==> src/rtl/exec_stage.sv <==
// Execute stage: operand forwarding, ALU, EX/MEM output register and an optional
// iterative shift-add multiplier enabled by defining EXEC_MUL_EN.
module exec_stage #(
    parameter int N = 32
) (
    input  logic         clk,
    input  logic         reset,
    input  logic         flush,
    input  logic [N-1:0] immediate_data,
    input  logic [N-1:0] rd1,
    input  logic [N-1:0] rd2,
    input  logic [4:0]   rs1_addr,
    input  logic [4:0]   rs2_addr,
    input  logic         alu_src,
    input  logic [3:0]   alu_operation,
    input  logic         write,
    input  logic [4:0]   write_register,
    input  logic         wb_write,
    input  logic [4:0]   wb_register,
    input  logic [N-1:0] wb_data,
    output logic         stall,
    output logic [N-1:0] alu_result_o,
    output logic [N-1:0] store_data_o,
    output logic         write_o,
    output logic [4:0]   write_register_o
);

    localparam logic [3:0] OP_ADD   = 4'd0;
    localparam logic [3:0] OP_SUB   = 4'd1;
    localparam logic [3:0] OP_AND   = 4'd2;
    localparam logic [3:0] OP_OR    = 4'd3;
    localparam logic [3:0] OP_XOR   = 4'd4;
    localparam logic [3:0] OP_SLL   = 4'd5;
    localparam logic [3:0] OP_SRL   = 4'd6;
    localparam logic [3:0] OP_SRA   = 4'd7;
    localparam logic [3:0] OP_SLT   = 4'd8;
    localparam logic [3:0] OP_SLTU  = 4'd9;
    localparam logic [3:0] OP_PASSB = 4'd11;

    logic [N-1:0] res_q, res_d;
    logic [N-1:0] store_q, store_d;
    logic         wr_q, wr_d;
    logic [4:0]   wreg_q, wreg_d;

    logic [N-1:0] op_a, fwd_b, op_b;
    logic [N-1:0] alu_res;
    logic         alu_ok;
    logic [4:0]   shamt;

    // Own EX/MEM register takes precedence over writeback; x0 never forwards.
    always_comb begin
        op_a = rd1;
        if (wr_q && (wreg_q != 5'd0) && (wreg_q == rs1_addr)) begin
            op_a = res_q;
        end else if (wb_write && (wb_register != 5'd0) && (wb_register == rs1_addr)) begin
            op_a = wb_data;
        end
    end

    always_comb begin
        fwd_b = rd2;
        if (wr_q && (wreg_q != 5'd0) && (wreg_q == rs2_addr)) begin
            fwd_b = res_q;
        end else if (wb_write && (wb_register != 5'd0) && (wb_register == rs2_addr)) begin
            fwd_b = wb_data;
        end
    end

    assign op_b  = alu_src ? immediate_data : fwd_b;
    assign shamt = op_b[4:0];

    // MUL is not decoded here; it resolves through the multiplier or as an invalid op.
    always_comb begin
        alu_res = '0;
        alu_ok  = 1'b1;
        case (alu_operation)
            OP_ADD:   alu_res = op_a + op_b;
            OP_SUB:   alu_res = op_a - op_b;
            OP_AND:   alu_res = op_a & op_b;
            OP_OR:    alu_res = op_a | op_b;
            OP_XOR:   alu_res = op_a ^ op_b;
            OP_SLL:   alu_res = op_a << shamt;
            OP_SRL:   alu_res = op_a >> shamt;
            OP_SRA:   alu_res = $unsigned($signed(op_a) >>> shamt);
            OP_SLT:   alu_res = {{(N-1){1'b0}}, ($signed(op_a) < $signed(op_b))};
            OP_SLTU:  alu_res = {{(N-1){1'b0}}, (op_a < op_b)};
            OP_PASSB: alu_res = op_b;
            default: begin
                alu_res = '0;
                alu_ok  = 1'b0;
            end
        endcase
    end

`ifdef EXEC_MUL_EN
    localparam int CW = $clog2(N);
    localparam logic [3:0] OP_MUL = 4'd10;
    localparam logic [0:0] S_IDLE = 1'b0;
    localparam logic [0:0] S_BUSY = 1'b1;

    logic [0:0]   state_q, state_d;
    logic [N-1:0] mul_a_q, mul_a_d;
    logic [N-1:0] mul_b_q, mul_b_d;
    logic [N-1:0] acc_q, acc_d;
    logic [CW-1:0] cnt_q, cnt_d;
    logic         mul_wr_q, mul_wr_d;
    logic [4:0]   mul_wreg_q, mul_wreg_d;
    logic [N-1:0] acc_step;
    logic         is_mul, mul_last;

    assign is_mul   = (alu_operation == OP_MUL);
    assign mul_last = (state_q == S_BUSY) && (cnt_q == CW'(N-1));
    assign acc_step = acc_q + (mul_b_q[cnt_q] ? (mul_a_q << cnt_q) : '0);

    assign stall = !reset && !flush &&
                   (((state_q == S_IDLE) && is_mul) ||
                    ((state_q == S_BUSY) && (cnt_q != CW'(N-1))));

    always_comb begin
        state_d    = state_q;
        mul_a_d    = mul_a_q;
        mul_b_d    = mul_b_q;
        acc_d      = acc_q;
        cnt_d      = cnt_q;
        mul_wr_d   = mul_wr_q;
        mul_wreg_d = mul_wreg_q;
        if (flush) begin
            state_d = S_IDLE;
        end else begin
            case (state_q)
                S_IDLE: begin
                    if (is_mul) begin
                        state_d    = S_BUSY;
                        mul_a_d    = op_a;
                        mul_b_d    = op_b;
                        acc_d      = '0;
                        cnt_d      = '0;
                        mul_wr_d   = write;
                        mul_wreg_d = write_register;
                    end
                end
                S_BUSY: begin
                    acc_d = acc_step;
                    cnt_d = cnt_q + CW'(1);
                    if (mul_last) begin
                        state_d = S_IDLE;
                    end
                end
                default: state_d = S_IDLE;
            endcase
        end
    end

    always_ff @(posedge clk) begin
        if (reset) begin
            state_q    <= S_IDLE;
            mul_a_q    <= '0;
            mul_b_q    <= '0;
            acc_q      <= '0;
            cnt_q      <= '0;
            mul_wr_q   <= 1'b0;
            mul_wreg_q <= 5'd0;
        end else begin
            state_q    <= state_d;
            mul_a_q    <= mul_a_d;
            mul_b_q    <= mul_b_d;
            acc_q      <= acc_d;
            cnt_q      <= cnt_d;
            mul_wr_q   <= mul_wr_d;
            mul_wreg_q <= mul_wreg_d;
        end
    end
`else
    assign stall = 1'b0;
`endif

    // Bubbles clear every output field so a killed op leaves nothing forwardable.
    always_comb begin
        res_d   = alu_res;
        wr_d    = write & alu_ok;
        wreg_d  = write_register;
        store_d = fwd_b;
        if (flush) begin
            res_d   = '0;
            wr_d    = 1'b0;
            wreg_d  = 5'd0;
            store_d = '0;
        end
`ifdef EXEC_MUL_EN
        else if (state_q == S_BUSY) begin
            res_d   = '0;
            wr_d    = 1'b0;
            wreg_d  = 5'd0;
            store_d = '0;
            if (mul_last) begin
                res_d  = acc_step;
                wr_d   = mul_wr_q;
                wreg_d = mul_wreg_q;
            end
        end else if (is_mul) begin
            res_d   = '0;
            wr_d    = 1'b0;
            wreg_d  = 5'd0;
            store_d = '0;
        end
`endif
    end

    always_ff @(posedge clk) begin
        if (reset) begin
            res_q   <= '0;
            store_q <= '0;
            wr_q    <= 1'b0;
            wreg_q  <= 5'd0;
        end else begin
            res_q   <= res_d;
            store_q <= store_d;
            wr_q    <= wr_d;
            wreg_q  <= wreg_d;
        end
    end

    assign alu_result_o     = res_q;
    assign store_data_o     = store_q;
    assign write_o          = wr_q;
    assign write_register_o = wreg_q;

endmodule

==> config.mk <==
export PLATFORM = sky130hd
export DESIGN_NAME = exec_stage
export DESIGN_NICKNAME = d
export VERILOG_FILES = /design/src/rtl/exec_stage.sv
export SDC_FILE = /design/constraint.sdc
export NUM_CORES = 1
export LEC_CHECK = 0
export CAP_MARGIN = 10
export CELL_PAD_IN_SITES_DETAIL_PLACEMENT = 1
export CELL_PAD_IN_SITES_GLOBAL_PLACEMENT = 2
export CORE_ASPECT_RATIO = 1.1
export CORE_UTILIZATION = 38
export CTS_CLUSTER_DIAMETER = 60
export DETAILED_ROUTE_END_ITERATION = 6
export DONT_BUFFER_PORTS = 1
export PLACE_DENSITY_LB_ADDON = 0.1
export SYNTH_ARGS = -nofsm -noshare
export SYNTH_HDL_FRONTEND = slang
export SYNTH_SLANG_ARGS = --single-unit
==> constraint.sdc <==
create_clock -name clk -period 7 [get_ports clk]
set_input_delay 0.35 -clock clk [delete_from_list [all_inputs] [get_ports clk]]
set_output_delay 0.35 -clock clk [all_outputs]
set_load 0.02 [all_outputs]
### After elaboration in Yosys (flattened, before gate mapping)

Index checks and enable logic that the tools add are counted.

| cells by class | value |
|---|---|
| add/subtract/negate cells | 2 |
| magnitude comparators | 2 |
| equal/unequal tests | 14 |
| shifts and indexed selects | 3 |
| mux-type cells | 7 |
| bitwise operators | 4 |
| reductions and logical operators | 11 |

Operators with widths:

| cell | count |
|---|---|
| $pmux W32 S11 | 1 |
| $mux W32 | 5 |
| $lt A32 B32 Y1 | 2 |
| $add A32 B32 Y32 | 1 |
| $and A32 B32 Y32 | 1 |
| $or A32 B32 Y32 | 1 |
| $shl A32 B5 Y32 | 1 |
| $shr A32 B5 Y32 | 1 |
| $sshr A32 B5 Y32 | 1 |
| $sub A32 B32 Y32 | 1 |
| $xor A32 B32 Y32 | 1 |
| $eq A5 B5 Y1 | 4 |
| $eq A4 B3 Y1 const B | 4 |
| $eq A4 B4 Y1 const B | 3 |
| $reduce_or A11 Y1 | 1 |
| $reduce_bool A5 Y1 | 2 |
| $eq A4 B2 Y1 const B | 2 |
| $logic_and A1 B1 Y1 | 6 |
| $eq A4 B1 Y1 const B | 1 |
| $logic_not A4 Y1 | 1 |
| $reduce_or A2 Y1 | 1 |
| $and A1 B1 Y1 | 1 |
| $mux W1 | 1 |

| storage, ports and cells | value |
|---|---|
| flip-flop bits (word level) | 70 |
| input port bits | 158 |
| output and inout bits | 71 |
| logic and storage cells | 47 |

### Longest topological paths before layout

| depth | value |
|---|---|
| depth after elaboration | 8 |
| mapped depth | 25 |
| mapped depth without buffers | 21 |

### Least setup slack after synthesis

OpenSTA, ideal clock, no wires.

| path | value |
|---|---|
| path type | input port to flip-flop |
| from | in wb_register[4] |
| to | reg res_q[30] (netlist: alu_result_o[30]) |
| arrival time | 5.481 ns |
| data required time | 6.871 ns |
| slack | 1.390 ns |
| stages | 25 |
| path buffers | 4 |
| cell sequence | buf_2 xor2_1 or4b_1 clkbuf_1 nor2_2 buf_2 mux2i_1 nor2_1 a21oi_1 nor2_1 a21oi_1 inv_1 ha_1 clkbuf_1 inv_1 a21o_1 or4_1 o22a_1 a2bb2oi_1 a31oi_1 o41ai_1 nor4_1 o2111a_1 a211oi_1 a31oi_1 |

| between the ends | value |
|---|---|
| cells in the longest elaborated chain, start to end | 8 |
| elaborated cells on any way between the ends | 20 |
| those cells by class | 2 x add/sub; 2 x eq/ne; 3 x shift; 6 x mux; 3 x bitwise; 4 x reduce/logical |

Ends and longest elaborated chain:

| element | RTL line | source |
|---|---|---|
| from (decl) | 19 | `input logic [4:0] wb_register,` |
| $reduce_bool A5 Y1 | 55, 64 |  |
| $logic_and A1 B1 Y1 | 55, 64 |  |
| $logic_and A1 B1 Y1 | 64 | `end else if (wb_write && (wb_register != 5'd0) && (wb_register == rs2_addr)) begin` |
| $mux W32 | 64 |  |
| $mux W32 | 62 | `if (wr_q && (wreg_q != 5'd0) && (wreg_q == rs2_addr)) begin` |
| $mux W32 | 69 | `assign op_b = alu_src ? immediate_data : fwd_b;` |
| $sub A32 B32 Y32, or another cell as far along | 78 | `OP_SUB: alu_res = op_a - op_b;` |
| $pmux W32 S11 (*) | 76 | `case (alu_operation)` |
| to (signal assigned) | 216 | `res_q <= res_d;` |
| to (decl) | 40 | `logic [N-1:0] res_q, res_d;` |

Every way passes the cells marked *; elsewhere a longest branch is shown, timed or not.
A chain may end at the register's enable or synchronous reset.

### Worst setup path after layout

| path | value |
|---|---|
| from | reg wreg_q[3] (netlist: write_register_o[3]) |
| to | reg res_q[31] (netlist: alu_result_o[31]) |

| between the ends | value |
|---|---|
| cells in the longest elaborated chain, start to end | 7 |
| elaborated cells on any way between the ends | 18 |
| those cells by class | 2 x add/sub; 2 x eq/ne; 3 x shift; 4 x mux; 3 x bitwise; 4 x reduce/logical |

Ends and longest elaborated chain:

| element | RTL line | source |
|---|---|---|
| from (decl) | 43 | `logic [4:0] wreg_q, wreg_d;` |
| from (signal assigned) | 219 | `wreg_q <= wreg_d;` |
| $reduce_bool A5 Y1 | 53, 62 |  |
| $logic_and A1 B1 Y1 | 53, 62 |  |
| $logic_and A1 B1 Y1 | 62 |  |
| $mux W32 | 62 |  |
| $mux W32 | 69 |  |
| $sub A32 B32 Y32, or another cell as far along | 78 |  |
| $pmux W32 S11 (*) | 76 |  |

Marked as above.

==> results.cfg <==
[status]
status = finished, final reports clean

[timing]
tightest_slew_ps = 1034
period_minus_slack_ps = 6490
hold_violations = 0
finalSetupViolCount = 0
period_share_pct = 92.71
max_freq_ghz = 0.1541
fin_ws_ps = 510.3
rsz0062_at_grt = no
slew_violations = 0
slew_headroom_pct = 30.42
fin_hold_ws_ps = 124.6
fin_skew_ps = 18.72
finalSetupTns_ps = 0

[layout]
num-fill-cells = 4168
seqCellArea_um2 = 1401
drive_gt1_share_pct = 11.32
stdcell_count = 2149
layout_common_cells = nor2_1 (174), mux2i_1 (171), nand2_1 (135)
nets = 1968
final_common_cell = nor2_1
multi_input_area_um2 = 10490
area_growth_syn_to_layout_pct = 6.093

[global_route]
first_global_vias = 14600
use_met1_pct = 53.13
grt_max_degree = 57
grt_overflow = 0
use_met3_pct = 7.277
antenna_found_initial = 2
use_met2_pct = 65.29
grt_first_pass_wirelength_mm = 103.7
top_usage_layer = met2
grt.total_usage_pct = 41.30

[clock_tree]
clkTransAtPathRegs_ps = 60
postCtsSetupBuffers = 0
cts.sinks = 70
cts_tree = done
worstSkewPairLatency_ps = 350
cts_buffer_depth = 2
cts-resized-gates = 0
cts-root-buf = clkbuf_16
numCtsBuffers = 9
htreeDepth = 3
cts-hold-fix-buffers = 0

[floorplanning]
fp.dieW_um = 177.2
coreArea_um2 = 33280
die_h_um = 194.8
top_level_ports = 229
die_area_um2 = 34520
rows = 70
initial_utilization_pct = 38.57

[synth]
synth_flop_cell = dfxtp_1
synth-edff-count = 0
synth_top_cell_area_share_pct = 13.33
synth_nets = 2012
syn-cell-area_um2 = 12840
ys_warn_count = 0
ys_seq_elements = 70
synthCells = 1753
async_reset_ff_share_pct = 0
synth.avg_cell_area_um2 = 7.322
yosysSeqAreaShare_pct = 10.92
synth_top_cells_by_area = mux2i_1 (13%), dfxtp_1 (11%), ha_1 (9.7%)
yosysTopAreaCell = mux2i_1
post_synth_num_cell_types = 96

[worst_setup_path]
crit_type = reg2reg
crit_arrival_ps = 6720
ff2ff_setup_slack_ps = 510
endpoint_kind = flop
rr_startpoint = write_register_o[3]
start_kind = flop
reg2reg_depth = 18
required_ps = 7230
crit_fanout = 11
timing.rr.end = alu_result_o[31]

[detailed_routing]
vias = 14860
wire_per_inst_um = 34.05
drt-pass1-iter-count = 5
ant_nets = 0
first_iter_violations = 1577
viasPerCell = 6.915
drc = 0
routed_wl_mm = 73.18

[power]
power_leakage_uw = 0.005520
power.density_nw_per_um2 = 157.7
vdd_drop_max_v = 0.0001078

[placed_design]
place_hpwl_mm = 57.70
place_ws_ps = 547.6
routabilityCongestion = 1.005
port_buffers = 0
dp.cells = 2130

[worst_hold_path]
hold_start = write_register[3]
hold_depth = 1
worstHoldEndpoint = write_register_o[3]
hold_path_class = in2reg

[flow_run]
max_cap_violations = 0
-- state kept, by name, indices dropped and copies added (netlist names) --
name              count
write_o               1
store_data_o         32
alu_result_o         32
write_register_o      5
-- worst max-delay path, cell delays in order, from the launching register on --
cell       delay (ps)
dfxtp_1           560
xnor2_1           170
nand4_1           350
or2_2             550
a311oi_2          640
nor2_4             60
ha_1              400
o21a_1            220
o31a_1            130
o41ai_1           460
buf_4             220
a211oi_1          120
a2111oi_1         940
o21ai_1           310
a41oi_1           530
or3_1             220
or4b_2            130
a21oi_1            60
o31a_1            310
-- area by class of cell --
type                            count  area share, %
Antenna cell                        3        0.05513
Clock buffer                       10          1.681
Clock inverter                      6         0.5053
Inverter                           90          2.517
Multi-Input combinational cell   1466          77.01
Sequential cell                    70          10.29
Tap cell                          432          3.969
Timing Repair Buffer               72          3.969
-- routing by layer --
metal / vias to the layer above / part of all wire [%]
met5: - / 0
met4: 0 / 5.4
met3: 177 / 8.3
met2: 796 / 45
met1: 7436 / 41
li1: 6452 / -
-- power breakdown --
| group | internal [uW] | switching, uW | total, uW |
|---|---|---|---|
| Sequential | 417 | 43.8 | 461 |
| Combinational | 393 | 808 | 1200 |
| Clock | 279 | 206 | 485 |
| Total | 1090 | 1060 | 2150 |
-- how the worst max path moves through the flow --
stage                                  end           startpoint  slack [ps]  cells after the start
after global routing      alu_result_o[31]  write_register_o[3]         260                     21
after global placement    alu_result_o[31]       wb_register[1]         680                     18
after CTS                 alu_result_o[30]  write_register_o[1]         690                     19
after floorplan           alu_result_o[30]       wb_register[4]        1390                     25
final                     alu_result_o[31]  write_register_o[3]         510                     18
after detailed placement  alu_result_o[30]       wb_register[1]         550                     19
-- cells by family (layout without fill, tap and decap cells) --
| kind of cell | Yosys count | in the layout | synth area share [%] |
|---|---|---|---|
| AOI/OAI and AO/OA | 601 | 601 | 32.38 |
| and+or+nand+nor | 521 | 521 | 19.01 |
| buffers and inverters | 217 | 178 | 7.818 |
| muxes | 211 | 211 | 17.77 |
| adders and majority gates | 101 | 101 | 9.962 |
| DFF | 70 | 70 | 10.92 |
| xor gates and xnor gates | 31 | 31 | 2.115 |
| other | 1 | 4 | 0.02921 |
-- cell usage after synthesis (all sizes together) (12+ instances only) --
library cell,instances
a211oi,28
a21o,21
a21oi,140
a221o,14
a221oi,29
a22oi,12
a31oi,37
and2,29
and3,12
buf,58
clkbuf,69
dfxtp,70
ha,99
inv,90
mux2,29
mux2i,172
nand2,136
nand3,40
nor2,181
nor2b,16
nor3,55
o211ai,27
o21ai,122
o221ai,30
o22ai,33
xnor2,20
-- per-stage QoR --
| step | total power (uW) | utilization (%) | instance area, um^2 |
|---|---|---|---|
| 4_1_cts | 2105 | 40.89 | 13610 |
| 3_5_place_dp | 1624 | 40.00 | 13310 |
| 2_1_floorplan | 1236 | - | 12840 |
| 6_report | 2147 | 40.92 | 13620 |
| 5_1_grt | 2220 | 40.91 | 13620 |
| 3_3_place_gp | 1613 | 40.00 | 13310 |
Power figures use the tool's default switching activity.
